`config.mk`:
```
export PLATFORM = sky130hd
export DESIGN_NAME = bsg_manycore_vcache_dma_mux
export DESIGN_NICKNAME = d
export VERILOG_FILES = /design/src/rtl/bsg_manycore_vcache_dma_mux.sv
export SDC_FILE = /design/constraint.sdc
export NUM_CORES = 1
export LEC_CHECK = 0
export BUFFER_PORTS_ARGS = -buffer_cell sky130_fd_sc_hd__buf_2
export CAP_MARGIN = 20
export CORE_AREA = 3 3 115 117
export DETAILED_ROUTE_END_ITERATION = 10
export DIE_AREA = 0 0 118 120
export HOLD_SLACK_MARGIN = 0.02
export PLACE_DENSITY = 0.54
export SLEW_MARGIN = 10
export SYNTH_ARGS = -nofsm -noshare
export SYNTH_HDL_FRONTEND = slang
export SYNTH_SLANG_ARGS = --single-unit
```
`constraint.sdc`:
```
create_clock -name clk_i -period 3.25 [get_ports clk_i]
set_input_delay 0.65 -clock clk_i [delete_from_list [all_inputs] [get_ports clk_i]]
set_output_delay 0.65 -clock clk_i [all_outputs]
set_load 0.02 [all_outputs]
```
`src/rtl/bsg_manycore_vcache_dma_mux.sv`:
```
// bsg_manycore_vcache_dma_mux: shares one memory DMA channel among num_caches_p vcaches.
// Ports: dma_pkt_*/dma_data_* are per-cache slices (cache i = slice i); mem_* faces memory.

module bsg_manycore_vcache_dma_mux_tag_fifo #(
  parameter int width_p = 1,
  parameter int els_p   = 4
) (
  input  logic               clk_i,
  input  logic               reset_n_i,
  input  logic               push,
  input  logic [width_p-1:0] din,
  input  logic               pop,
  output logic [width_p-1:0] head,
  output logic               full,
  output logic               empty
);

  localparam int ptr_w = (els_p > 1) ? $clog2(els_p) : 1;
  localparam int cnt_w = $clog2(els_p + 1);

  logic [width_p-1:0] mem_r [els_p];
  logic [ptr_w-1:0]   rptr_r, wptr_r;
  logic [cnt_w-1:0]   cnt_r;
  logic               do_push, do_pop;

  function automatic logic [ptr_w-1:0] nxt(
    input logic [ptr_w-1:0] p
  );
    return (p == ptr_w'(els_p - 1)) ? '0 : p + 1'b1;
  endfunction

  assign full    = (cnt_r == cnt_w'(els_p));
  assign empty   = (cnt_r == '0);
  assign head    = mem_r[rptr_r];
  // fullness is the registered count: a full fifo never
  // takes a push, even when it pops in the same cycle
  assign do_push = push & ~full;
  assign do_pop  = pop & ~empty;

  always_ff @(posedge clk_i) begin
    if (do_push) mem_r[wptr_r] <= din;
  end

  always_ff @(posedge clk_i or negedge reset_n_i) begin
    if (!reset_n_i) begin
      rptr_r <= '0;
      wptr_r <= '0;
      cnt_r  <= '0;
    end else begin
      if (do_push) wptr_r <= nxt(wptr_r);
      if (do_pop)  rptr_r <= nxt(rptr_r);
      unique case ({do_push, do_pop})
        2'b10:   cnt_r <= cnt_r + 1'b1;
        2'b01:   cnt_r <= cnt_r - 1'b1;
        default: ;
      endcase
    end
  end

endmodule

module bsg_manycore_vcache_dma_mux #(
  parameter int num_caches_p          = 2,
  parameter int addr_width_p          = 28,
  parameter int data_width_p          = 32,
  parameter int block_size_in_words_p = 8,
  parameter int dma_data_width_p      = 32,
  parameter int max_outstanding_p     = 4
) (
  input  logic clk_i,
  input  logic reset_n_i,

  input  logic [num_caches_p*(1+addr_width_p)-1:0] dma_pkt_i,
  input  logic [num_caches_p-1:0]                  dma_pkt_v_i,
  output logic [num_caches_p-1:0]                  dma_pkt_yumi_o,

  output logic [num_caches_p*dma_data_width_p-1:0] dma_data_o,
  output logic [num_caches_p-1:0]                  dma_data_v_o,
  input  logic [num_caches_p-1:0]                  dma_data_ready_i,

  input  logic [num_caches_p*dma_data_width_p-1:0] dma_data_i,
  input  logic [num_caches_p-1:0]                  dma_data_v_i,
  output logic [num_caches_p-1:0]                  dma_data_yumi_o,

  output logic [addr_width_p:0]                    mem_pkt_o,
  output logic                                     mem_pkt_v_o,
  input  logic                                     mem_pkt_yumi_i,

  input  logic [dma_data_width_p-1:0]              mem_data_i,
  input  logic                                     mem_data_v_i,
  output logic                                     mem_data_ready_o,

  output logic [dma_data_width_p-1:0]              mem_data_o,
  output logic                                     mem_data_v_o,
  input  logic                                     mem_data_yumi_i
);

  localparam int beats_lp =
    block_size_in_words_p * data_width_p / dma_data_width_p;
  localparam int pkt_width_lp = 1 + addr_width_p;
  localparam int lg_caches_lp =
    (num_caches_p > 1) ? $clog2(num_caches_p) : 1;
  localparam int lg_beats_lp  = (beats_lp > 1) ? $clog2(beats_lp) : 1;

  logic [pkt_width_lp-1:0]     pkt_a  [num_caches_p];
  logic [dma_data_width_p-1:0] wdat_a [num_caches_p];
  logic [num_caches_p-1:0]     wnr, elig;

  logic [lg_caches_lp-1:0] rr_r, win;
  logic                    any, grant;

  logic [lg_caches_lp-1:0] rd_head, wr_head;
  logic rd_full, rd_empty, wr_full, wr_empty;
  logic rd_xfer, rd_last, wr_xfer, wr_last;
  logic [lg_beats_lp-1:0]  rd_cnt_r, wr_cnt_r;

  always_comb begin
    for (int i = 0; i < num_caches_p; i++) begin
      pkt_a[i]  = dma_pkt_i[i*pkt_width_lp +: pkt_width_lp];
      wdat_a[i] = dma_data_i[i*dma_data_width_p +: dma_data_width_p];
      wnr[i]    = pkt_a[i][pkt_width_lp-1];
      // gated by reset so requests stay quiet while held in reset
      elig[i]   = reset_n_i & dma_pkt_v_i[i]
                & (wnr[i] ? ~wr_full : ~rd_full);
    end
  end

  // walk down so the lowest offset from rr_r wins
  always_comb begin
    win = '0;
    any = 1'b0;
    for (int k = num_caches_p - 1; k >= 0; k--) begin
      if (elig[(int'(rr_r) + k) % num_caches_p]) begin
        win = lg_caches_lp'((int'(rr_r) + k) % num_caches_p);
        any = 1'b1;
      end
    end
  end

  assign grant          = any & mem_pkt_yumi_i;
  assign mem_pkt_v_o    = any;
  assign mem_pkt_o      = any ? pkt_a[win] : '0;
  assign dma_pkt_yumi_o = grant ? (num_caches_p'(1) << win) : '0;

  always_ff @(posedge clk_i or negedge reset_n_i) begin
    if (!reset_n_i) begin
      rr_r <= '0;
    end else if (grant) begin
      rr_r <= (win == lg_caches_lp'(num_caches_p - 1)) ? '0 : win + 1'b1;
    end
  end

  bsg_manycore_vcache_dma_mux_tag_fifo #(
    .width_p(lg_caches_lp),
    .els_p  (max_outstanding_p)
  ) rd_fifo (
    .clk_i    (clk_i),
    .reset_n_i(reset_n_i),
    .push     (grant & ~wnr[win]),
    .din      (win),
    .pop      (rd_xfer & rd_last),
    .head     (rd_head),
    .full     (rd_full),
    .empty    (rd_empty)
  );

  bsg_manycore_vcache_dma_mux_tag_fifo #(
    .width_p(lg_caches_lp),
    .els_p  (max_outstanding_p)
  ) wr_fifo (
    .clk_i    (clk_i),
    .reset_n_i(reset_n_i),
    .push     (grant & wnr[win]),
    .din      (win),
    .pop      (wr_xfer & wr_last),
    .head     (wr_head),
    .full     (wr_full),
    .empty    (wr_empty)
  );

  // read fill: steer memory beats to the oldest read owner
  assign dma_data_o       = {num_caches_p{mem_data_i}};
  assign mem_data_ready_o = ~rd_empty & dma_data_ready_i[rd_head];
  assign dma_data_v_o     = rd_empty ? '0
                          : (num_caches_p'(mem_data_v_i) << rd_head);
  assign rd_xfer = mem_data_ready_o & mem_data_v_i;
  assign rd_last = (rd_cnt_r == lg_beats_lp'(beats_lp - 1));

  // write-back: pull beats from the oldest write owner
  assign mem_data_v_o    = ~wr_empty & dma_data_v_i[wr_head];
  assign mem_data_o      = wr_empty ? '0 : wdat_a[wr_head];
  assign dma_data_yumi_o = wr_empty ? '0
                         : (num_caches_p'(mem_data_yumi_i) << wr_head);
  assign wr_xfer = ~wr_empty & mem_data_yumi_i;
  assign wr_last = (wr_cnt_r == lg_beats_lp'(beats_lp - 1));

  always_ff @(posedge clk_i or negedge reset_n_i) begin
    if (!reset_n_i) begin
      rd_cnt_r <= '0;
      wr_cnt_r <= '0;
    end else begin
      if (rd_xfer) rd_cnt_r <= rd_last ? '0 : rd_cnt_r + 1'b1;
      if (wr_xfer) wr_cnt_r <= wr_last ? '0 : wr_cnt_r + 1'b1;
    end
  end

  // memory must never return data nobody asked for
  assert property (@(posedge clk_i) disable iff (!reset_n_i)
    !(mem_data_v_i && rd_empty));

endmodule

```
==> results of run 1 <==
[registers in the layout, indices dropped and copies added (netlist names)]
register / count
rd_cnt_r: 3
rd_fifo.cnt_r: 3
rd_fifo.mem_r: 4
rd_fifo.rptr_r: 2
rd_fifo.wptr_r: 2
rr_r: 1
wr_cnt_r: 3
wr_fifo.cnt_r: 3
wr_fifo.mem_r: 4
wr_fifo.rptr_r: 2
wr_fifo.wptr_r: 2
[cell families after synthesis]
logic type	count (synthesis)	share of synthesized area [%]
buffers and inverters	94	19.7
XOR/XNOR	6	1.71
AO/OA/AOI/OAI	41	8.24
multiplexers	49	17.5
AND/OR/NAND/NOR	136	20.0
flip-flops	29	25.0
adder cells (fa/ha/maj)	18	7.83
[cells in the mapped netlist (2+ instances only)]
master	number
mux4_2	2
mux2_2	9
and2_1	5
o21ai_0	30
clkbuf_1	8
inv_1	14
nand2_1	62
edfxtp_1	8
xor2_1	3
xnor2_1	3
buf_4	64
dfrtp_1	21
buf_2	8
a21o_1	2
nor2_1	49
fa_1	2
a21oi_1	2
mux2i_1	35
mux2_4	2
and3_1	2
ha_1	16
nand2b_1	3
nor3_1	5
[worst register-to-register path, cell delays in order, from the launching register on]
cell and delay [ps]:
dfrtp_1 430, or3b_1 470, o2111ai_1 420, o21ai_0 260
nand4b_4 190, ha_1 210, inv_1 70, fa_1 370
xor2_1 150, nor2_1 110, xor2_1 140
[area by class of cell]
type	instances	share of cell area, %
clock buffer	6	3.21
clock inverter	2	0.842
inverter	14	1.31
multi-input combinational	250	42.8
sequential	29	19.1
tap	172	5.36
timing repair buffer	212	27.4
[through the flow]
step / instances / hold slack [ps] / total power [mW] / setup slack [ps]
6_report: 685 / 366 / 2.97 / 244
2_1_floorplan: 373 / 354 / 2.01 / 387
3_5_place_dp: 677 / 503 / 2.50 / 230
5_1_grt: 685 / 380 / 3.25 / 88.1
4_1_cts: 685 / 386 / 3.02 / 190
3_3_place_gp: 677 / 470 / 2.44 / 264
[layer usage]
| metal | track usage, % | vias to the layer above |
|---|---|---|
| li1 | - | 1452 |
| met1 | 13.1 | 1318 |
| met2 | 21.9 | 189 |
| met3 | 4.48 | 12 |
| met4 | 4.84 | 0 |
| met5 | 0 | - |
[power by group]
group | total [mW] | switching, mW | internal [mW]
Sequential | 0.668 | 0.152 | 0.516
Combinational | 1.80 | 1.04 | 0.755
Clock | 0.505 | 0.148 | 0.358
Total | 2.97 | 1.34 | 1.63
[worst max-delay path by stage]
stage	end	slack [ps]	cells past startpoint
floorplan	wr_fifo.cnt_r[2]	390	10
global placement	wr_fifo.cnt_r[2]	260	11
detailed placement	wr_fifo.cnt_r[2]	230	11
CTS	mem_pkt_o[6]	190	6
global route	mem_pkt_o[24]	90	7
finish	mem_pkt_o[6]	240	6
==> flow_metrics.tcl, run 1 <==
set metrics [dict create \
    worst_path_dominant_cell_family "compound AO/OA/AOI/OAI gates" \
    cts_resized 0 \
    min_period_ps 3010 \
    ys_ff_latch 29 \
    wl_met1_mm 3.24 \
    drtPass1Iterations 4 \
    drtIter0Drc 112 \
    r2r_cells 10 \
    syn_nets 556 \
    viasPerCell 4.34 \
    dp_hpwl_mm 7.50 \
    start_util_pct 24.6 \
    final_common_cell "buf_2" \
    grt_pass1_vias 3001 \
    finalClockSkew_ps 5.76 \
    area_delta_synth_final_pct 30.9 \
    root_buffer "clkbuf_16" \
    async_flop_share_pct 72.4 \
    clk_latency_ps 270 \
    finalHoldViolCount 0 \
    core_area_sq_um 12500 \
    synth_top_area_share_pct 17.1 \
    numClockSinks 29 \
    critPathBufInv 2 \
    cp.arrival_ps 2360 \
    drv_slew 0 \
    rsz0062_at_grt "no" \
    place_area_sq_um 3850 \
    holdBufCountCts 0 \
    clk_pin_slew_ps 50 \
    die-area_sq_um 14200 \
    multi_input_area_sq_um 1720 \
    final_area_sq_um 4010 \
    cts_buffers 5 \
    status "finished clean" \
    grt_overflow 0 \
    cts_htree_levels 2 \
    place.gp.congestion 0.824 \
    cap_violations 0 \
    die_h_microns 120 \
    vdd_drop_max_mv 0.285 \
    r2r-end "rd_fifo.cnt_r[2]" \
    ys.warnings.count 0 \
    critPathSlowestCell "or3b_1" \
    required_ps 2600 \
    max_freq_mhz 333 \
    nets 695 \
    drive_gt1_share_pct 46.8 \
    io_buffers 202 \
    synth_edf_count 8 \
    finalSetupViolCount 0 \
    top_layer "met4" \
    io_pins 299 \
    postCtsSetupBuffers 0 \
    critical_path_class "register to primary output" \
    syn_inst 373 \
    endpoint_kind "primary output" \
    antenna_found_initial 0 \
    num_rows 41 \
    finish.utilization_pct 32.2 \
    antenna_cells 0 \
    seq_area_sq_um 766 \
    wl_per_cell_microns 12.7 \
    path_max_fanout 8 \
    met3_length_mm 1.00 \
    slew_headroom_pct 65.9 \
    p_per_area_nw_per_um2 740 \
    fin_crit_sh_pct 92.5 \
    startpoint "rd_fifo.cnt_r[0]" \
    cp_cell_sequence "or3b_1 -> o2111ai_1 -> a21oi_4 -> buf_4 -> o21ai_0 -> buf_2" \
    worst_pin_slew_ps 508 \
    seq_area_frac_synth_pct 25.0 \
    wl_mm 8.73 \
    timing.reg2reg.setup_slack_ps 350 \
    drc_errors 0 \
    mostFrequentLayoutCells "202 x buf_2, 62 x nand2_1, 49 x nor2_1" \
    startpoint_type "register" \
    ant_nets 0 \
    ys_types 41 \
    grt_pass1_wl_mm 14.3 \
    fillCellCount 1323 \
    dr_wl_met2_mm 4.31 \
    cts_buffer_depth 2 \
    ys.flop_type "dfrtp_1" \
    total_leakage_power_nw 2.15 \
    hold_path_class "input pin to asynchronous set/reset pin" \
    fp.dieW_microns 118 \
    tns_ps 0 \
    synthesis.area_sq_um 3070 \
    cts_tree "yes" \
    grt_max_degree 34 \
    yosysTopAreaCell "dfrtp_1" \
    synth.area.top_cells "dfrtp_1 17%, buf_4 16%, mux2i_1 11%, edfxtp_1 7.8%, nand2_1 7.6%" \
    track_usage_pct 12.2 \
    avgSynthCellArea_sq_um 8.22 \
    slowest_delay_ps 470 \
    num_vias 2971 \
    rr_startpoint "rd_fifo.cnt_r[0]" \
]
Power figures use the tool's default switching activity.
==> run 2, diff against run 1 <==
- CORE_AREA: 3 3 115 117 -> 2 2 117 119
- DIE_AREA: 0 0 118 120 -> 0 0 119 121
- PLACE_DENSITY: 0.54 -> 0.52
- SLEW_MARGIN: 10 -> 15
==> run 2 against run 1 <==
  * Non-clock buffer count fell by 1
  * Clock power fell by 10%
  * Wire length is 13% higher
  * Setup slack got worse by 19 ps
  * Flip-flop and latch count stayed put
  * Critical path depth stayed put
  * Clock skew is 3.0 ps lower
  * Critical path type unchanged
  * Critical endpoint is now mem_pkt_o[9]
==> flow_metrics.tcl, run 2 (synthesized netlist as in run 1, its figures left out) <==
set metrics [dict create \
    final_common_cell "buf_2" \
    place.gp.congestion 0.812 \
    finalPower_mw 2.96 \
    drtIter0Drc 69 \
    startpoint_type "register" \
    wl_mm 9.84 \
    die_h_microns 121 \
    grt_max_degree 53 \
    num_vias 2925 \
    grt_overflow 0 \
    track_usage_pct 13.2 \
    drv_slew 0 \
    start_util_pct 23.4 \
    endpoint_kind "primary output" \
    wl_per_cell_microns 14.3 \
    clk_pin_slew_ps 50 \
    startpoint "rd_fifo.cnt_r[0]" \
    timing.reg2reg.setup_slack_ps 390 \
    drtPass1Iterations 4 \
    vdd_drop_max_mv 0.209 \
    path_max_fanout 52 \
    antenna_cells 0 \
    drive_gt1_share_pct 46.9 \
    finalClockSkew_ps 2.78 \
    finalSetupViolCount 0 \
    fp.dieW_microns 119 \
    slew_headroom_pct 68.2 \
    clk_latency_ps 270 \
    drc_errors 0 \
    critical_path_class "register to primary output" \
    total_leakage_power_nw 2.14 \
    die-area_sq_um 14400 \
    p_per_area_nw_per_um2 741 \
    rsz0062_at_grt "no" \
    fin_crit_sh_pct 93.1 \
    area_delta_synth_final_pct 30.3 \
    nets 694 \
    reg_top3 "rd_fifo.mem_r: 4 flops, wr_fifo.mem_r: 4 flops" \
    tns_ps 0 \
    grt_pass1_wl_mm 14.9 \
    min_period_ps 3030 \
    cts_htree_levels 2 \
    hold_path_class "input pin to asynchronous set/reset pin" \
    viasPerCell 4.25 \
    worst_pin_slew_ps 474 \
    cts_buffer_depth 2 \
    dp_hpwl_mm 8.41 \
    cap_violations 0 \
    max_freq_mhz 331 \
    antenna_found_initial 0 \
    numClockSinks 29 \
    holdBufCountCts 0 \
    status "finished clean" \
    cts_tree "yes" \
    postCtsSetupBuffers 0 \
    cts_resized 0 \
    root_buffer "clkbuf_16" \
    io_buffers 202 \
    rr_startpoint "rd_fifo.cnt_r[0]" \
    finalHoldViolCount 0 \
    ant_nets 0 \
    num_rows 42 \
    io_pins 299 \
    required_ps 2600 \
    core_area_sq_um 13100 \
    mostFrequentLayoutCells "202 x buf_2, 62 x nand2_1, 49 x nor2_1" \
    fillCellCount 1402 \
    cts_buffers 5 \
    grt_pass1_vias 3029 \
    cp.arrival_ps 2380 \
]
## run 2: cell types whose count changed in the layout (fill, tap and decap cells not counted)
cell and change:
bufinv_16 -1, clkbuf_1 -1, clkinv_2 +1, clkbuf_8 +1, buf_4 -1
## run 2: critical path, stage by stage, from the launching register on
cell and delay (ps):
dfrtp_1 420, or3b_1 460, o2111ai_1 410, a21oi_4 70
buf_12 190, o21ai_0 310, buf_2 230
## run 2: metrics by stage
step                setup WS (ps)  std cells  hold WS, ps  util [%]  cell area [sq um]
global placement              252        680          474      29.4               3850
floorplan                     387        373          354         -               3070
detailed placement            234        680          499      29.4               3850
CTS                           125        688          419      30.5               4000
finish                        225        688          394      30.5               4000
global route                 71.3        688          424      30.5               4000
## run 2: area by class of cell
cell class                      instances  area [sq um]  area share [%]
Tap cell                              176           220            5.51
Clock buffer                            6           139            3.48
Multi-Input combinational cell        250          1720            43.0
Sequential cell                        29           766            19.2
Timing Repair Buffer                  211          1090            27.3
Clock inverter                          2          8.76           0.219
Inverter                               14          52.6            1.31
## run 2: path summary, 6_finish.rpt
path,endpoint,depth (start not counted)
setup / recovery,mem_pkt_o[9],6
hold / removal,rd_cnt_r[1],2
setup reg to reg,rd_fifo.cnt_r[2],10
hold reg to reg,wr_cnt_r[1],2
max in group asynchronous,wr_fifo.wptr_r[0],2
min in group clk_i,wr_cnt_r[1],2
## run 2: per-layer routing
metal,share of wire (%),up-vias,global-route usage (%),wire [microns]
met3,9.4,15,3.71,926
met2,53,198,26.0,5190
met1,37,1263,13.4,3610
met4,1.2,0,3.50,117
li1,-,1449,-,-
met5,0,-,0,0
## run 2: report_power, final
group | switching [mW] | total (mW) | internal, mW
combinational | 1.10 | 1.85 | 0.748
sequential | 0.147 | 0.663 | 0.516
clock | 0.153 | 0.453 | 0.300
total | 1.40 | 2.96 | 1.56
